[config.mk]
export PLATFORM = sky130hd
export DESIGN_NAME = fir_mc_sequencer
export DESIGN_NICKNAME = d
export VERILOG_FILES = /design/src/rtl/fir_pkg.sv /design/src/rtl/fir_result_adder.sv /design/src/rtl/fir_mc_sequencer.sv
export SDC_FILE = /design/constraint.sdc
export NUM_CORES = 1
export LEC_CHECK = 0
export BUFFER_PORTS_ARGS = -buffer_cell sky130_fd_sc_hd__buf_2
export CAP_MARGIN = 20
export CORE_AREA = 2 2 180 182
export DETAILED_ROUTE_END_ITERATION = 10
export DIE_AREA = 0 0 182 184
export GPL_TIMING_DRIVEN = 0
export PLACE_DENSITY_LB_ADDON = 0.2
export SLEW_MARGIN = 30
export SYNTH_ARGS = -nofsm -noshare
export SYNTH_HDL_FRONTEND = slang
export SYNTH_SLANG_ARGS = --single-unit
[constraint.sdc]
create_clock -name clk_sample -period 5.7 [get_ports clk_sample]
set_input_delay 1.14 -clock clk_sample [delete_from_list [all_inputs] [get_ports clk_sample]]
set_output_delay 1.14 -clock clk_sample [all_outputs]
set_load 0.05 [all_outputs]
[src/rtl/fir_pkg.sv]
// Shared types and constants for the multi-cycle FIR frame sequencer.
// Contents:
//   seq_state_e        sequencer FSM state encoding (IDLE=0, RUN=1, DRAIN=2)
//   RES_CAPTURE_CYCLE  frame cycle at which section results are registered
//   SUM_STAGES         registered adder stages between capture and output
//   clog2()            ceiling log2 for elaboration-time width math
package fir_pkg;

  typedef enum logic [1:0] {
    StIdle  = 2'd0,
    StRun   = 2'd1,
    StDrain = 2'd2
  } seq_state_e;

  // Sections publish the previous frame's result at cycle 2; sample it one cycle later.
  localparam int unsigned RES_CAPTURE_CYCLE = 3;
  localparam int unsigned SUM_STAGES = 1;

  function automatic int unsigned clog2(input int unsigned value);
    int unsigned r;
    r = 0;
    for (int unsigned i = 0; i < 32; i++) begin
      if ((32'd1 << i) < value) r = i + 1;
    end
    return r;
  endfunction

endpackage

[src/rtl/fir_result_adder.sv]
// Result combiner: captures the NSEC section results, sums them in one registered stage,
// saturates to OUT_DW bits and holds the sample on a valid/ready output.
// Ports:
//   clk_sample  in   sample-domain clock
//   reset_n     in   async active-low reset
//   capture_en  in   register sec_result this clock (one pulse per primed frame)
//   sec_result  in   NSEC x (OUT_DW+1) signed section results, section 0 in LSBs
//   m_ready     in   downstream accept
//   m_valid     out  output sample valid, held until m_ready
//   m_data      out  saturated sum
//   sat_flag    out  sticky: some emitted sample clipped
module fir_result_adder
  import fir_pkg::*;
#(
  parameter int unsigned OUT_DW = 32,
  parameter int unsigned NSEC   = 4
) (
  input  logic                       clk_sample,
  input  logic                       reset_n,
  input  logic                       capture_en,
  input  logic [NSEC*(OUT_DW+1)-1:0] sec_result,
  input  logic                       m_ready,
  output logic                       m_valid,
  output logic [OUT_DW-1:0]          m_data,
  output logic                       sat_flag
);

  localparam int unsigned ResW = OUT_DW + 1;
  localparam int unsigned SumW = ResW + clog2(NSEC);
  localparam int unsigned PadW = SumW - OUT_DW + 1;

  logic [NSEC*ResW-1:0]   cap_q;
  logic                   cap_valid_q;
  logic                   m_valid_q;
  logic [OUT_DW-1:0]      m_data_q;
  logic                   sat_flag_q;

  logic signed [SumW-1:0] sum;
  logic signed [SumW-1:0] sat_max;
  logic signed [SumW-1:0] sat_min;
  logic [OUT_DW-1:0]      sat_data;
  logic                   clipped;

  assign sat_max = {{PadW{1'b0}}, {(OUT_DW-1){1'b1}}};
  assign sat_min = {{PadW{1'b1}}, {(OUT_DW-1){1'b0}}};

  // Sum is wide enough that no NSEC-way addition can wrap before saturation.
  always_comb begin
    sum = '0;
    for (int unsigned i = 0; i < NSEC; i++) begin
      sum = sum + SumW'($signed(cap_q[i*ResW +: ResW]));
    end
  end

  always_comb begin
    sat_data = sum[OUT_DW-1:0];
    clipped  = 1'b0;
    if (sum > sat_max) begin
      sat_data = sat_max[OUT_DW-1:0];
      clipped  = 1'b1;
    end else if (sum < sat_min) begin
      sat_data = sat_min[OUT_DW-1:0];
      clipped  = 1'b1;
    end
  end

  always_ff @(posedge clk_sample or negedge reset_n) begin
    if (!reset_n) begin
      cap_q       <= '0;
      cap_valid_q <= 1'b0;
      m_valid_q   <= 1'b0;
      m_data_q    <= '0;
      sat_flag_q  <= 1'b0;
    end else begin
      cap_valid_q <= capture_en;
      if (capture_en) cap_q <= sec_result;
      // The sequencer never starts a frame over an unconsumed sample, so a new sum
      // only arrives when the output slot is already empty.
      if (cap_valid_q) begin
        m_valid_q <= 1'b1;
        m_data_q  <= sat_data;
        if (clipped) sat_flag_q <= 1'b1;
      end else if (m_valid_q && m_ready) begin
        m_valid_q <= 1'b0;
      end
    end
  end

  assign m_valid  = m_valid_q;
  assign m_data   = m_data_q;
  assign sat_flag = sat_flag_q;

endmodule

[src/rtl/fir_mc_sequencer.sv]
// Frame sequencer for a chain of NSEC multi-cycle FIR sections. Accepts one input sample
// per frame, drives the shared cycle/ce to the sections, loops the chain tail back, and
// hands the summed result to the combiner. Outputs lag inputs by one sample.
// Ports:
//   clk_sample, reset_n       clock, async active-low reset
//   s_valid/s_ready/s_data    input sample handshake
//   ce, cycle, total_cycles   section control (frame runs cycle 0..total_cycles)
//   f_head, b_tail            sample into section 0 f_prev / looped tail into last b_next
//   f_last                    f_next of the last section
//   sec_result                concatenated section results, section 0 in LSBs
//   m_valid/m_ready/m_data    output sample handshake
//   sat_flag                  sticky saturation indicator
module fir_mc_sequencer
  import fir_pkg::*;
#(
  parameter int unsigned DW     = 16,
  parameter int unsigned OUT_DW = 32,
  parameter int unsigned LGN    = 3,
  parameter int unsigned NSEC   = 4
) (
  input  logic                       clk_sample,
  input  logic                       reset_n,
  input  logic                       s_valid,
  output logic                       s_ready,
  input  logic [DW-1:0]              s_data,
  output logic                       ce,
  output logic [15:0]                cycle,
  output logic [15:0]                total_cycles,
  output logic [DW-1:0]              f_head,
  output logic [DW-1:0]              b_tail,
  input  logic [DW-1:0]              f_last,
  input  logic [NSEC*(OUT_DW+1)-1:0] sec_result,
  output logic                       m_valid,
  input  logic                       m_ready,
  output logic [OUT_DW-1:0]          m_data,
  output logic                       sat_flag
);

  localparam logic [15:0] TotalCycles  = 16'((1 << LGN) + 1);
  localparam logic [15:0] CaptureCycle = 16'(RES_CAPTURE_CYCLE);

  seq_state_e    state_q;
  logic [15:0]   cycle_q;
  logic [DW-1:0] f_head_q;
  logic [DW-1:0] b_tail_q;
  logic          primed_q;
  logic          started_q;

  logic          slot_free;
  logic          at_end;
  logic          capture_en;

  assign slot_free = !m_valid || m_ready;
  assign at_end    = (state_q == StRun) && (cycle_q == TotalCycles);

  // started_q keeps s_ready low until the first edge after reset release.
  always_comb begin
    s_ready = 1'b0;
    if (state_q == StIdle) s_ready = started_q;
    else if (at_end)       s_ready = slot_free;
  end

  always_ff @(posedge clk_sample or negedge reset_n) begin
    if (!reset_n) begin
      state_q   <= StIdle;
      cycle_q   <= '0;
      f_head_q  <= '0;
      b_tail_q  <= '0;
      primed_q  <= 1'b0;
      started_q <= 1'b0;
    end else begin
      started_q <= 1'b1;
      unique case (state_q)
        StIdle: begin
          if (s_valid && started_q) begin
            f_head_q <= s_data;
            cycle_q  <= '0;
            state_q  <= StRun;
          end
        end
        StRun: begin
          if (cycle_q == 16'd0) b_tail_q <= f_last;
          // The first frame after reset only fills the sections; its result is junk.
          if (cycle_q == CaptureCycle) primed_q <= 1'b1;
          if (cycle_q != TotalCycles) begin
            cycle_q <= cycle_q + 16'd1;
          end else if (slot_free) begin
            cycle_q <= '0;
            if (s_valid) f_head_q <= s_data;
            else         state_q  <= StIdle;
          end else begin
            state_q <= StDrain;
          end
        end
        StDrain: begin
          // s_ready is low here, so the freed slot can only lead back to IDLE.
          if (m_ready) begin
            cycle_q <= '0;
            state_q <= StIdle;
          end
        end
        default: state_q <= StIdle;
      endcase
    end
  end

  assign capture_en = (state_q == StRun) && (cycle_q == CaptureCycle) && primed_q;

  fir_result_adder #(
    .OUT_DW (OUT_DW),
    .NSEC   (NSEC)
  ) u_result_adder (
    .clk_sample (clk_sample),
    .reset_n    (reset_n),
    .capture_en (capture_en),
    .sec_result (sec_result),
    .m_ready    (m_ready),
    .m_valid    (m_valid),
    .m_data     (m_data),
    .sat_flag   (sat_flag)
  );

  assign ce           = (state_q == StRun);
  assign cycle        = cycle_q;
  assign total_cycles = TotalCycles;
  assign f_head       = f_head_q;
  assign b_tail       = b_tail_q;

endmodule

# Yosys cells after proc, flatten, opt, wreduce, memory -nomap -nowiden
# Index checks and enable logic that the tools add are counted.
# op_classes
addsub	4
order_cmp	2
n_eq_ne	12
n_mux	24
reduce_logical	18
# ops
cell	n
2-to-1 mux 16 bit	8
2-to-1 mux 32 bit	2
case mux 16 bit (3 select lines)	1
adder 34 x 33 -> 35 bit	1
adder 35 x 33 -> 35 bit	1
> comparator 35 x 32 -> 1 bit (second input constant)	1
less-than comparator 35 x 32 -> 1 bit (second input constant)	1
adder 33 x 33 -> 34 bit	1
case mux 16 bit (2 select lines)	1
adder 16 x 1 -> 16 bit (second input constant)	1
== test 16 x 2 -> 1 bit (second input constant)	1
== test 16 x 4 -> 1 bit (second input constant)	1
zero test 16 bit	1
!= test 16 x 4 -> 1 bit (second input constant)	1
2-to-1 mux 2 bit	5
AND reduction 4 bit	2
2-to-1 mux 1 bit	6
!= test 2 bit (second input constant)	3
case mux 2 bit (3 select lines)	1
AND reduction 2 bit	3
logical AND 1 bit	5
AND reduction 5 bit	1
!= test 2 x 1 -> 1 bit (second input constant)	2
nonzero test 2 bit	2
other kinds (8)	8
# totals
register_bits	219
out_inout_bits	100
elab_cells	71

# Logic depth before layout (Yosys ltp)
# Gate-level depths: netlist of run 1.
# logic_depth
ltp_word	7
ltp_mapped	16
mapped_depth_nobuf	15

# By module
# From an unflattened synthesis of run 1, not the netlist that was laid out.
# hier_totals
hier_cells	1306
area_unflattened_um2	12804.8
# by_module_without_submodules
mod	instances	cells_per_inst	area_each_um2
fir_result_adder	1	1082	10177.3
fir_mc_sequencer	1	224	2627.5

# Worst setup path before layout of run 1
# Ideal clock, no wire load.
# synth_path
path_type	reg2reg
start	register u_result_adder.cap_q[1]
end	register u_result_adder.m_data_q[1] (netlist: u_result_adder.m_data[1])
setup_ps	96
arrival_time_ps	4103
required_ps	5604
slack_ps	1501
path_stages_with_launch	17
n_path_buf	1
synth_period_minus_slack_ps	4199
cell_sequence	dfrtp_1 inv_1 fa_1 inv_1 fa_1 ha_1 fa_1 a211oi_2 nor3_2 o2111ai_2 o221ai_4 a41oi_4 o211ai_2 xnor2_1 o311a_4 buf_6 a311oi_2
# synth_between
elab_chain_len	6
word_cells_on_any_way	7
classes_between	add/sub: 3; order compare: 2; mux: 2
# synth_lines
element	line_no	text
start, declared	fir_result_adder.sv:32	logic [NSEC*ResW-1:0] cap_q;
start signal, assigned	fir_result_adder.sv:76	if (capture_en) cap_q <= sec_result;
adder 33 x 33 -> 34 bit *	fir_result_adder.sv:51	sum = sum + SumW'($signed(cap_q[i*ResW +: ResW]));
adder 34 x 33 -> 35 bit *	fir_result_adder.sv:51	
adder 35 x 33 -> 35 bit *	fir_result_adder.sv:51	
less-than comparator 35 x 32 -> 1 bit	fir_result_adder.sv:61	end else if (sum < sat_min) begin
2-to-1 mux 32 bit	fir_result_adder.sv:61	
2-to-1 mux 32 bit *	fir_result_adder.sv:58	if (sum > sat_max) begin
end signal, assigned	fir_result_adder.sv:81	m_data_q <= sat_data;
end, declared	fir_result_adder.sv:35	logic [OUT_DW-1:0] m_data_q;
# Every way passes the cells marked *; elsewhere a longest branch is shown, timed or not.
# A chain may end at the register's enable or synchronous reset.

# Worst setup path in the final report of run 1
# layout_path
start	register u_result_adder.cap_q[1]
end	register u_result_adder.m_data_q[30] (netlist: u_result_adder.m_data[30])
# The elaborated chain is that of the path after synthesis.

==> tab_implementation.tex, run 1 <==
\begin{tabular}{lr}
\hline
Metric & Value \\
\hline
\multicolumn{2}{l}{\textbf{Outcome}} \\
\quad Outcome & complete, no violations \\
\multicolumn{2}{l}{\textbf{Global route}} \\
\quad Global routing's busiest layer & met2 \\
\quad Routing usage on met2 & 33.6\% \\
\quad GRT Overall Usage & 19.6\% \\
\quad Via count of the first global-routing pass & 9871 \\
\quad Final global-route overflow total & 0 \\
\quad Met3 GRT Util & 3.80\% \\
\quad Met1 Use GR & 26.2\% \\
\quad Number of antenna violations at the first check in global routing & 0 \\
\quad First-pass GRT wire length & 52.1 mm \\
\quad Pin count of the biggest net entering global routing & 83 \\
\multicolumn{2}{l}{\textbf{Yosys}} \\
\quad Share of flip-flops with an asynchronous set or reset & 100\% \\
\quad Synthesized flop and latch total & 219 \\
\quad Synthesis Warnings & 0 \\
\quad Synthesized area & 12500 µm² \\
\quad Post-synth EDFFs & 0 \\
\quad Most used DFF post-synth & dfrtp\_1 \\
\quad Synth Instances & 1277 \\
\quad Sequential-to-total area share from yosys stat & 43.9\% \\
\quad Average size of a mapped cell & 9.78 µm² \\
\quad Count of distinct cell types in the synthesized netlist & 66 \\
\multicolumn{2}{l}{\textbf{Min path}} \\
\quad Kind of path behind the tightest hold check & reg2reg \\
\multicolumn{2}{l}{\textbf{Final layout}} \\
\quad Area growth, synth to finish & 22.0\% \\
\quad Combined area of the multi-input logic cells & 5910 µm² \\
\quad Most frequent standard cell in the layout excluding fill and tap cells & buf\_2 \\
\quad Sequential standard cell area & 5480 µm² \\
\quad Highest-count cells in the layout ignoring fill and taps & buf\_2, dfrtp\_1, nand2\_1, inv\_1, o21ai\_0 \\
\quad Final non-filler cell area & 15200 µm² \\
\quad Inserted Diodes & 0 \\
\quad Proportion of layout cells with a drive suffix above 1 & 25.3\% \\
\quad Post-layout net count & 1844 \\
\quad Count of fill cells added during filler insertion & 3040 \\
\multicolumn{2}{l}{\textbf{Clock network}} \\
\quad Worst-case clock buffer depth & 3 \\
\quad Cell at the root of the clock tree & clkbuf\_16 \\
\quad Reg clk slew, reported paths & 60 ps \\
\quad Skew-Pair Late Insertion Delay & 530 ps \\
\quad Number of buffers inserted for hold repair after clock tree synthesis & 0 \\
\quad Post-CTS setup buffer count & 0 \\
\quad CTS tree & done \\
\quad Htree depth & 1 \\
\quad Number of clock buffers inserted by TritonCTS & 25 \\
\quad Number of cells upsized or downsized after cts & 0 \\
\quad Number of sinks handled by clock tree synthesis & 219 \\
\multicolumn{2}{l}{\textbf{Placed design}} \\
\quad Weighted congestion reported at the end of routability-driven placement & 0.848 \\
\quad Half-perimeter wire length after placement & 24.9 mm \\
\quad Port Buffer Count & 251 \\
\quad Instance area at placement & 14400 µm² \\
\multicolumn{2}{l}{\textbf{Setup path}} \\
\quad Flop-to-flop setup slack & 1110 ps \\
\quad CP Data Required Time & 6140 ps \\
\quad Kind of start point of the critical path & flip-flop \\
\quad Arrival time of the worst setup path & 5020 ps \\
\quad Kind of capture point of the worst setup path & flip-flop \\
\quad Crit Path Category & reg2reg \\
\quad Critical path peak fanout & 10 \\
\multicolumn{2}{l}{\textbf{Detailed routing}} \\
\quad Antenna Violating Nets Remaining & 0 \\
\quad Detailed-route wire length per cell & 16.2 µm \\
\quad Number of violations reported at the end of detailed-routing iteration 0 & 504 \\
\quad First-pass DRT Iterations & 5 \\
\quad Via/cell ratio & 4.86 \\
\quad Via count & 9667 \\
\quad DRT Wirelength & 32.3 mm \\
\quad \# DRC & 0 \\
\multicolumn{2}{l}{\textbf{STA}} \\
\quad Period utilization & 80.5\% \\
\quad Relative slew margins & 40.4\% \\
\quad Post-Route Setup TNS & 0 ps \\
\quad Min cycle time layout & 4590 ps \\
\quad RSZ-0062 raised after global routing & no \\
\quad Total of endpoints with negative setup slack in the final report & 0 \\
\quad Number of max-slew violations in the final report & 0 \\
\quad Hold violation count in the final report & 0 \\
\quad Highest attainable clock frequency & 218 MHz \\
\quad Worst Clk Skew & 23.4 ps \\
\quad Transition time of the tightest slew-check pin & 894 ps \\
\multicolumn{2}{l}{\textbf{Floorplanning}} \\
\quad Die area & 33500 µm² \\
\quad Num rows & 65 \\
\quad Total core area & 31400 µm² \\
\quad Initial core utilization & 39.8\% \\
\quad Top Ports & 268 \\
\quad Die span in y & 184 µm \\
\quad Die X & 182 µm \\
\multicolumn{2}{l}{\textbf{Flow run}} \\
\quad Max capacitance violation total & 0 \\
\hline
\end{tabular}
## final cells by class
cell class | count | share of cell area [%]
flip-flops and latches | 219 | 36.0
well taps | 402 | 3.30
repair buffers | 253 | 8.67
multi-input cells | 807 | 38.8
clock inverters | 10 | 1.06
inverters | 195 | 4.80
plain buffers | 71 | 2.74
clock buffers | 33 | 4.63
## through the flow
step | setup slack (ps) | std cells | hold slack, ps | utilization, %
floorplan | 1500 | 1292 | 429 | -
global placement | -552 | 1945 | 439 | 45.6
detailed placement | 1110 | 1947 | 447 | 45.8
CTS | 1090 | 1990 | 461 | 48.5
global route | 897 | 1990 | 472 | 48.5
finish | 1110 | 1990 | 459 | 48.5
## cell families after synthesis
family                     synth area share, %
muxes                                     2.97
other                                   0.0601
buffers and inverters                     9.21
adders and majority gates                 14.4
xor gates and xnor gates                  2.38
DFF                                       43.9
AOI/OAI and AO/OA                         16.4
and+or+nand+nor                           10.7
## path summary, 6_finish.rpt
path,startpoint,to,depth (start not counted)
min,primed_q,primed_q,1
max in group asynchronous,reset_n,u_result_adder.cap_q[18],2
min in group asynchronous,reset_n,b_tail[0],1
max reg2reg,u_result_adder.cap_q[1],u_result_adder.m_data[30],16
max,u_result_adder.cap_q[1],u_result_adder.m_data[30],16
min reg2reg,primed_q,primed_q,1
## metal layers
layer / vias to the layer above / routed length, µm
li1: 4705 / -
met1: 4680 / 14500
met2: 248 / 15300
met3: 34 / 1950
met4: 0 / 537
met5: - / 0
## synth_stat cells (all sizes together), types with 3 or more instances
library cell  count  area (µm²)
a211o             3        27.5
a211oi            5        42.5
a21o             15         114
a21oi            43         219
a311oi           31         459
a31oi             5        31.3
and2              3        18.8
and3             14        87.6
buf              29         251
clkbuf           41         156
dfrtp           219        5480
fa               67        1340
ha               37         463
inv             195         732
mux2             32         360
nand2           209         785
nand2b            5        31.3
nand3             9        45.0
nand4             5        31.3
nor2             62         233
nor2b             3        18.8
nor3              5        35.0
o211ai            5        42.5
o21ai           165         830
o21bai            4        30.0
xnor2            13         114
xor2             21         184
## critical path, cell delays in order, from the launching register on
cell	delay, ps
dfrtp_1	320
inv_1	60
fa_1	530
inv_1	50
fa_1	450
ha_1	260
fa_1	440
a211oi_2	310
nor3_2	110
o2111ai_2	300
o221ai_4	210
a41oi_4	340
o211ai_2	130
xnor2_1	180
o311a_4	410
buf_6	170
a311oi_2	250
## sequential cells by signal (all words and copies together) (netlist names)
| signal | count |
|---|---|
| u_result_adder.m_data | 32 |
| u_result_adder.cap_valid_q | 1 |
| f_head | 16 |
| u_result_adder.sat_flag | 1 |
| cycle | 16 |
| b_tail | 16 |
| started_q | 1 |
| primed_q | 1 |
| state_q | 2 |
| u_result_adder.cap_q | 132 |
| u_result_adder.m_valid | 1 |
Power of run 1 is not shown: default switching activity piles up to over one toggle a cycle in this logic, so the estimate is an artifact.
==> run 2: changes to the inputs <==
==> constraint.sdc (replaced) <==
create_clock -name clk_sample -period 4.8 [get_ports clk_sample]
set_input_delay 0.96 -clock clk_sample [delete_from_list [all_inputs] [get_ports clk_sample]]
set_output_delay 0.96 -clock clk_sample [all_outputs]
set_load 0.05 [all_outputs]
==> run 2 against run 1 <==
Compared with the run above: wire length shrank 0.13%; via count shrank 0.11%; critical path depth is the same.
==> tab_implementation.tex, run 2 (same netlist as run 1, synthesis figures left out) <==
\begin{tabular}{lr}
\hline
Metric & Value \\
\hline
\multicolumn{2}{l}{\textbf{Outcome}} \\
\quad Outcome & complete, no violations \\
\multicolumn{2}{l}{\textbf{Clock network}} \\
\quad Cell at the root of the clock tree & clkbuf\_16 \\
\quad Worst-case clock buffer depth & 3 \\
\quad Htree depth & 1 \\
\quad CTS tree & done \\
\quad Reg clk slew, reported paths & 60 ps \\
\quad Number of clock buffers inserted by TritonCTS & 25 \\
\quad Skew-Pair Late Insertion Delay & 530 ps \\
\quad Number of buffers inserted for hold repair after clock tree synthesis & 0 \\
\quad Number of sinks handled by clock tree synthesis & 219 \\
\multicolumn{2}{l}{\textbf{Setup path}} \\
\quad Cell chain of the critical path & inv\_1 > fa\_1 > inv\_1 > fa\_1 > ha\_1 > fa\_1 > a211oi\_2 > nor3\_2 > nor2\_1 > o31a\_1 > o41ai\_2 > a21oi\_2 > xor2\_1 > o311a\_4 > buf\_6 > a311oi\_2 \\
\quad Arrival time of the worst setup path & 4950 ps \\
\quad Count of buffer and inverter cells on the critical path & 3 \\
\quad Critical path peak fanout & 10 \\
\quad Flop-to-flop setup slack & 290 ps \\
\quad Kind of start point of the critical path & flip-flop \\
\quad Most Frequent Cell on Critical Path & fa\_1 \\
\quad Kind of capture point of the worst setup path & flip-flop \\
\quad Slowest Stage Delay on Critical Path & 530 ps \\
\quad Master of the slowest instance on the critical path & fa\_1 \\
\quad Top cell family by delay on the critical path & compound AO/OA/AOI/OAI gates \\
\quad Crit Path Category & reg2reg \\
\quad CP Data Required Time & 5240 ps \\
\multicolumn{2}{l}{\textbf{Floorplanning}} \\
\quad Initial core utilization & 39.8\% \\
\quad Die area & 33500 µm² \\
\quad Num rows & 65 \\
\quad Total core area & 31400 µm² \\
\quad Top Ports & 268 \\
\quad Die X & 182 µm \\
\quad Die span in y & 184 µm \\
\multicolumn{2}{l}{\textbf{STA}} \\
\quad Highest attainable clock frequency & 222 MHz \\
\quad Min cycle time layout & 4510 ps \\
\quad Relative slew margins & 40.6\% \\
\quad RSZ-0062 raised after global routing & no \\
\quad Final hold slack & 371 ps \\
\quad Period utilization & 94.0\% \\
\quad Transition time of the tightest slew-check pin & 891 ps \\
\quad Post-Route Setup TNS & 0 ps \\
\quad Hold violation count in the final report & 0 \\
\quad Number of max-slew violations in the final report & 0 \\
\quad Worst Clk Skew & 22.8 ps \\
\quad Total of endpoints with negative setup slack in the final report & 0 \\
\multicolumn{2}{l}{\textbf{Final layout}} \\
\quad Inserted Diodes & 0 \\
\quad Final core utilization & 48.5\% \\
\quad Post-layout net count & 1844 \\
\quad Highest-count cells in the layout ignoring fill and taps & buf\_2, dfrtp\_1, nand2\_1, inv\_1, o21ai\_0 \\
\quad Area growth, synth to finish & 22.0\% \\
\quad Flip-flop count of the largest register, all copies and words added & 132 \\
\quad Register bank with the most flops & u\_result\_adder.cap\_q \\
\quad Proportion of layout cells with a drive suffix above 1 & 25.3\% \\
\quad Most frequent standard cell in the layout excluding fill and tap cells & buf\_2 \\
\multicolumn{2}{l}{\textbf{Detailed routing}} \\
\quad Via count & 9656 \\
\quad Antenna Violating Nets Remaining & 0 \\
\quad Detailed-route wire length per cell & 16.2 µm \\
\quad Number of violations reported at the end of detailed-routing iteration 0 & 515 \\
\quad \# DRC & 0 \\
\quad First-pass DRT Iterations & 5 \\
\quad DRT Wirelength & 32.2 mm \\
\quad Via/cell ratio & 4.85 \\
\multicolumn{2}{l}{\textbf{Global route}} \\
\quad Pin count of the biggest net entering global routing & 83 \\
\quad Final global-route overflow total & 0 \\
\quad Via count of the first global-routing pass & 9871 \\
\quad GRT Overall Usage & 19.6\% \\
\quad First-pass GRT wire length & 52.1 mm \\
\quad Number of antenna violations at the first check in global routing & 0 \\
\multicolumn{2}{l}{\textbf{Placed design}} \\
\quad Half-perimeter wire length after placement & 24.9 mm \\
\quad Weighted congestion reported at the end of routability-driven placement & 0.848 \\
\quad Port Buffer Count & 251 \\
\multicolumn{2}{l}{\textbf{Min path}} \\
\quad Kind of path behind the tightest hold check & in2async \\
\multicolumn{2}{l}{\textbf{Flow run}} \\
\quad Max capacitance violation total & 0 \\
\hline
\end{tabular}
-- run 2: repair_timing --
action                     4_1_cts  5_1_grt
buffers inserted                 0        0
gates resized for setup          0        0
setup endpoints to repair        0        1
-- run 2: final cells by class --
| class | instances | area, µm² |
|---|---|---|
| clock buffer | 33 | 706 |
| inverter | 195 | 732 |
| tap | 402 | 503 |
| multi-input combinational | 807 | 5910 |
| timing repair buffer | 253 | 1320 |
| sequential | 219 | 5480 |
| clock inverter | 10 | 161 |
| fill | 3040 | 16200 |
| buffer | 71 | 418 |
-- run 2: final timing paths --
| path | end | startpoint | depth (start not counted) |
|---|---|---|---|
| worst max-delay path | u_result_adder.m_data[30] | u_result_adder.cap_q[1] | 16 |
| worst min-delay path | b_tail[0] | reset_n | 1 |
| worst max register to register | u_result_adder.m_data[30] | u_result_adder.cap_q[1] | 16 |
| worst min register to register | primed_q | primed_q | 1 |
| max in group asynchronous | u_result_adder.cap_q[18] | reset_n | 2 |
| min in group clk_sample | primed_q | primed_q | 1 |
-- run 2: layer usage --
| metal | vias up | global-route usage, % | wire, µm |
|---|---|---|---|
| li1 | 4706 | - | - |
| met1 | 4671 | 26.2 | 14400 |
| met2 | 245 | 33.6 | 15300 |
| met3 | 34 | 3.80 | 1970 |
| met4 | 0 | 3.52 | 543 |
| met5 | - | 0 | 0 |
-- run 2: metrics by stage --
stage          instances  setup slack (ps)  area (µm²)
3_5_place_dp        1947               208       14400
4_1_cts             1990               190       15200
2_1_floorplan       1292               601       12500
6_report            1990               286       15200
3_3_place_gp        1945             -1270       14300
5_1_grt             1990              70.4       15200
Power of run 2 is left out for the same reason.
==> run 3: changes to the inputs <==
--- a/config.mk
+++ b/config.mk
@@ -8,6 +8,7 @@
 export BUFFER_PORTS_ARGS = -buffer_cell sky130_fd_sc_hd__buf_2
 export CAP_MARGIN = 20
 export CORE_AREA = 2 2 180 182
+export CTS_BUF_LIST = sky130_fd_sc_hd__clkbuf_16
 export DETAILED_ROUTE_END_ITERATION = 10
 export DIE_AREA = 0 0 182 184
 export GPL_TIMING_DRIVEN = 0
==> run 3 against run 2 <==
Compared with the run above: clock skew hardly changed; register-to-register slack hardly changed; global-route usage barely moved; critical path type unchanged.
==> tab_implementation.tex, run 3 (same netlist as run 1, synthesis figures left out) <==
\begin{tabular}{lr}
\hline
Metric & Value \\
\hline
\multicolumn{2}{l}{\textbf{Min path}} \\
\quad Kind of path behind the tightest hold check & in2async \\
\multicolumn{2}{l}{\textbf{Setup path}} \\
\quad Master of the slowest instance on the critical path & fa\_1 \\
\quad Top cell family by delay on the critical path & adder cells \\
\quad Critical path peak fanout & 10 \\
\quad Arrival time of the worst setup path & 4860 ps \\
\quad CP Data Required Time & 5150 ps \\
\quad Slowest Stage Delay on Critical Path & 530 ps \\
\quad Cell chain of the critical path & inv\_1 > fa\_1 > inv\_1 > fa\_1 > ha\_1 > fa\_1 > a211oi\_2 > nor3\_2 > nor2\_1 > o31a\_1 > o41ai\_2 > a21oi\_2 > xor2\_1 > a31o\_2 > buf\_6 > a311oi\_2 \\
\quad Most Frequent Cell on Critical Path & fa\_1 \\
\quad Kind of capture point of the worst setup path & flip-flop \\
\quad Count of buffer and inverter cells on the critical path & 3 \\
\quad Crit Path Category & reg2reg \\
\quad Kind of start point of the critical path & flip-flop \\
\multicolumn{2}{l}{\textbf{STA}} \\
\quad Hold violation count in the final report & 0 \\
\quad Worst Clk Skew & 22.8 ps \\
\quad Highest attainable clock frequency & 222 MHz \\
\quad Number of max-slew violations in the final report & 0 \\
\quad RSZ-0062 raised after global routing & no \\
\quad Final worst setup slack & 286 ps \\
\quad Transition time of the tightest slew-check pin & 952 ps \\
\quad Relative slew margins & 36.6\% \\
\quad Min cycle time layout & 4510 ps \\
\quad Total of endpoints with negative setup slack in the final report & 0 \\
\quad Period utilization & 94.0\% \\
\multicolumn{2}{l}{\textbf{Clock network}} \\
\quad Post-CTS setup buffer count & 0 \\
\quad Number of clock buffers inserted by TritonCTS & 25 \\
\quad Cell at the root of the clock tree & clkbuf\_16 \\
\quad CTS tree & done \\
\quad Number of buffers inserted for hold repair after clock tree synthesis & 0 \\
\quad Skew-Pair Late Insertion Delay & 530 ps \\
\quad Worst-case clock buffer depth & 3 \\
\quad Number of cells upsized or downsized after cts & 0 \\
\quad Number of sinks handled by clock tree synthesis & 219 \\
\quad Reg clk slew, reported paths & 60 ps \\
\quad Htree depth & 1 \\
\multicolumn{2}{l}{\textbf{Final layout}} \\
\quad Most frequent standard cell in the layout excluding fill and tap cells & buf\_2 \\
\quad Inserted Diodes & 0 \\
\quad Final non-filler cell area & 15200 µm² \\
\quad Sequential standard cell area & 5480 µm² \\
\quad Proportion of layout cells with a drive suffix above 1 & 24.9\% \\
\quad Post-layout net count & 1844 \\
\quad Final core utilization & 48.4\% \\
\quad Final Non-Filler Cells & 1990 \\
\quad Combined area of the multi-input logic cells & 5910 µm² \\
\quad Highest-count cells in the layout ignoring fill and taps & buf\_2, dfrtp\_1, nand2\_1, inv\_1, o21ai\_0 \\
\quad Count of fill cells added during filler insertion & 3045 \\
\quad Flip-flop count of the largest register, all copies and words added & 132 \\
\quad Area growth, synth to finish & 21.6\% \\
\quad Register bank with the most flops & u\_result\_adder.cap\_q \\
\multicolumn{2}{l}{\textbf{Detailed routing}} \\
\quad Number of violations reported at the end of detailed-routing iteration 0 & 489 \\
\quad Detailed-route wire length per cell & 16.2 µm \\
\quad First-pass DRT Iterations & 5 \\
\quad Antenna Violating Nets Remaining & 0 \\
\quad DRT Wirelength & 32.2 mm \\
\quad Via count & 9634 \\
\quad \# DRC & 0 \\
\quad Via/cell ratio & 4.84 \\
\multicolumn{2}{l}{\textbf{Flow run}} \\
\quad Max capacitance violation total & 0 \\
\multicolumn{2}{l}{\textbf{Floorplanning}} \\
\quad Die X & 182 µm \\
\quad Top Ports & 268 \\
\quad Die area & 33500 µm² \\
\quad Initial core utilization & 39.8\% \\
\quad Total core area & 31400 µm² \\
\quad Num rows & 65 \\
\quad Die span in y & 184 µm \\
\multicolumn{2}{l}{\textbf{Placed design}} \\
\quad DP Worst Slack & 208 ps \\
\quad Cell count after placement & 1947 \\
\quad Weighted congestion reported at the end of routability-driven placement & 0.848 \\
\quad Instance area at placement & 14400 µm² \\
\quad Half-perimeter wire length after placement & 24.9 mm \\
\quad Port Buffer Count & 251 \\
\multicolumn{2}{l}{\textbf{Global route}} \\
\quad Number of antenna violations at the first check in global routing & 0 \\
\quad Pin count of the biggest net entering global routing & 83 \\
\quad Final global-route overflow total & 0 \\
\quad Via count of the first global-routing pass & 9863 \\
\quad First-pass GRT wire length & 52.0 mm \\
\quad GRT Overall Usage & 19.6\% \\
\multicolumn{2}{l}{\textbf{Outcome}} \\
\quad Outcome & complete, no violations \\
\hline
\end{tabular}
==> run 3: cell count changes in the layout (fill, tap and decap cells not counted), sizes merged <==
cell,delta
clkbuf,-8
clkinv,+5
inv,+3
==> run 3: worst register-to-register path, delay by kind of cell (launching register included) <==
kind                     cells  cell delay, ps
AO/OA/AOI/OAI                6            1480
XOR/XNOR                     1             310
adder cells (fa/ha/maj)      4            1510
buffers and inverters        3             300
flip-flops                   1             320
AND/OR/NAND/NOR              2             430
==> run 3: final timing paths <==
check / depth (start not counted) / endpoint / start / slack [ps]
setup reg to reg: 16 / u_result_adder.m_data[5] / u_result_adder.cap_q[1] / 290
hold / removal: 1 / b_tail[0] / reset_n / 370
min in group clk_sample: 1 / primed_q / primed_q / 460
setup / recovery: 16 / u_result_adder.m_data[5] / u_result_adder.cap_q[1] / 290
max in group asynchronous: 2 / u_result_adder.cap_q[18] / reset_n / 3630
hold reg to reg: 1 / primed_q / primed_q / 460
==> run 3: final cells by class <==
| cell class | count | share of cell area, % |
|---|---|---|
| Clock inverter | 18 | 1.26 |
| Sequential cell | 219 | 36.1 |
| Inverter | 195 | 4.82 |
| Tap cell | 402 | 3.31 |
| Clock buffer | 25 | 4.12 |
| Multi-Input combinational cell | 807 | 38.9 |
| Buffer | 71 | 2.75 |
| Timing Repair Buffer | 253 | 8.70 |
==> run 3: stage by stage <==
stage	hold WS (ps)	TNS (ps)
finish	370	0
global route	403	0
floorplan	429	0
CTS	384	0
detailed placement	447	0
global placement	439	-274660
==> run 3: routing by layer <==
layer / up-vias / track usage [%] / share of wire [%]
met3: 35 / 3.82 / 6.1
met1: 4652 / 26.2 / 45
met5: - / 0 / 0
li1: 4707 / - / -
met4: 0 / 3.52 / 1.7
met2: 240 / 33.6 / 47
Power of run 3 is left out for the same reason.
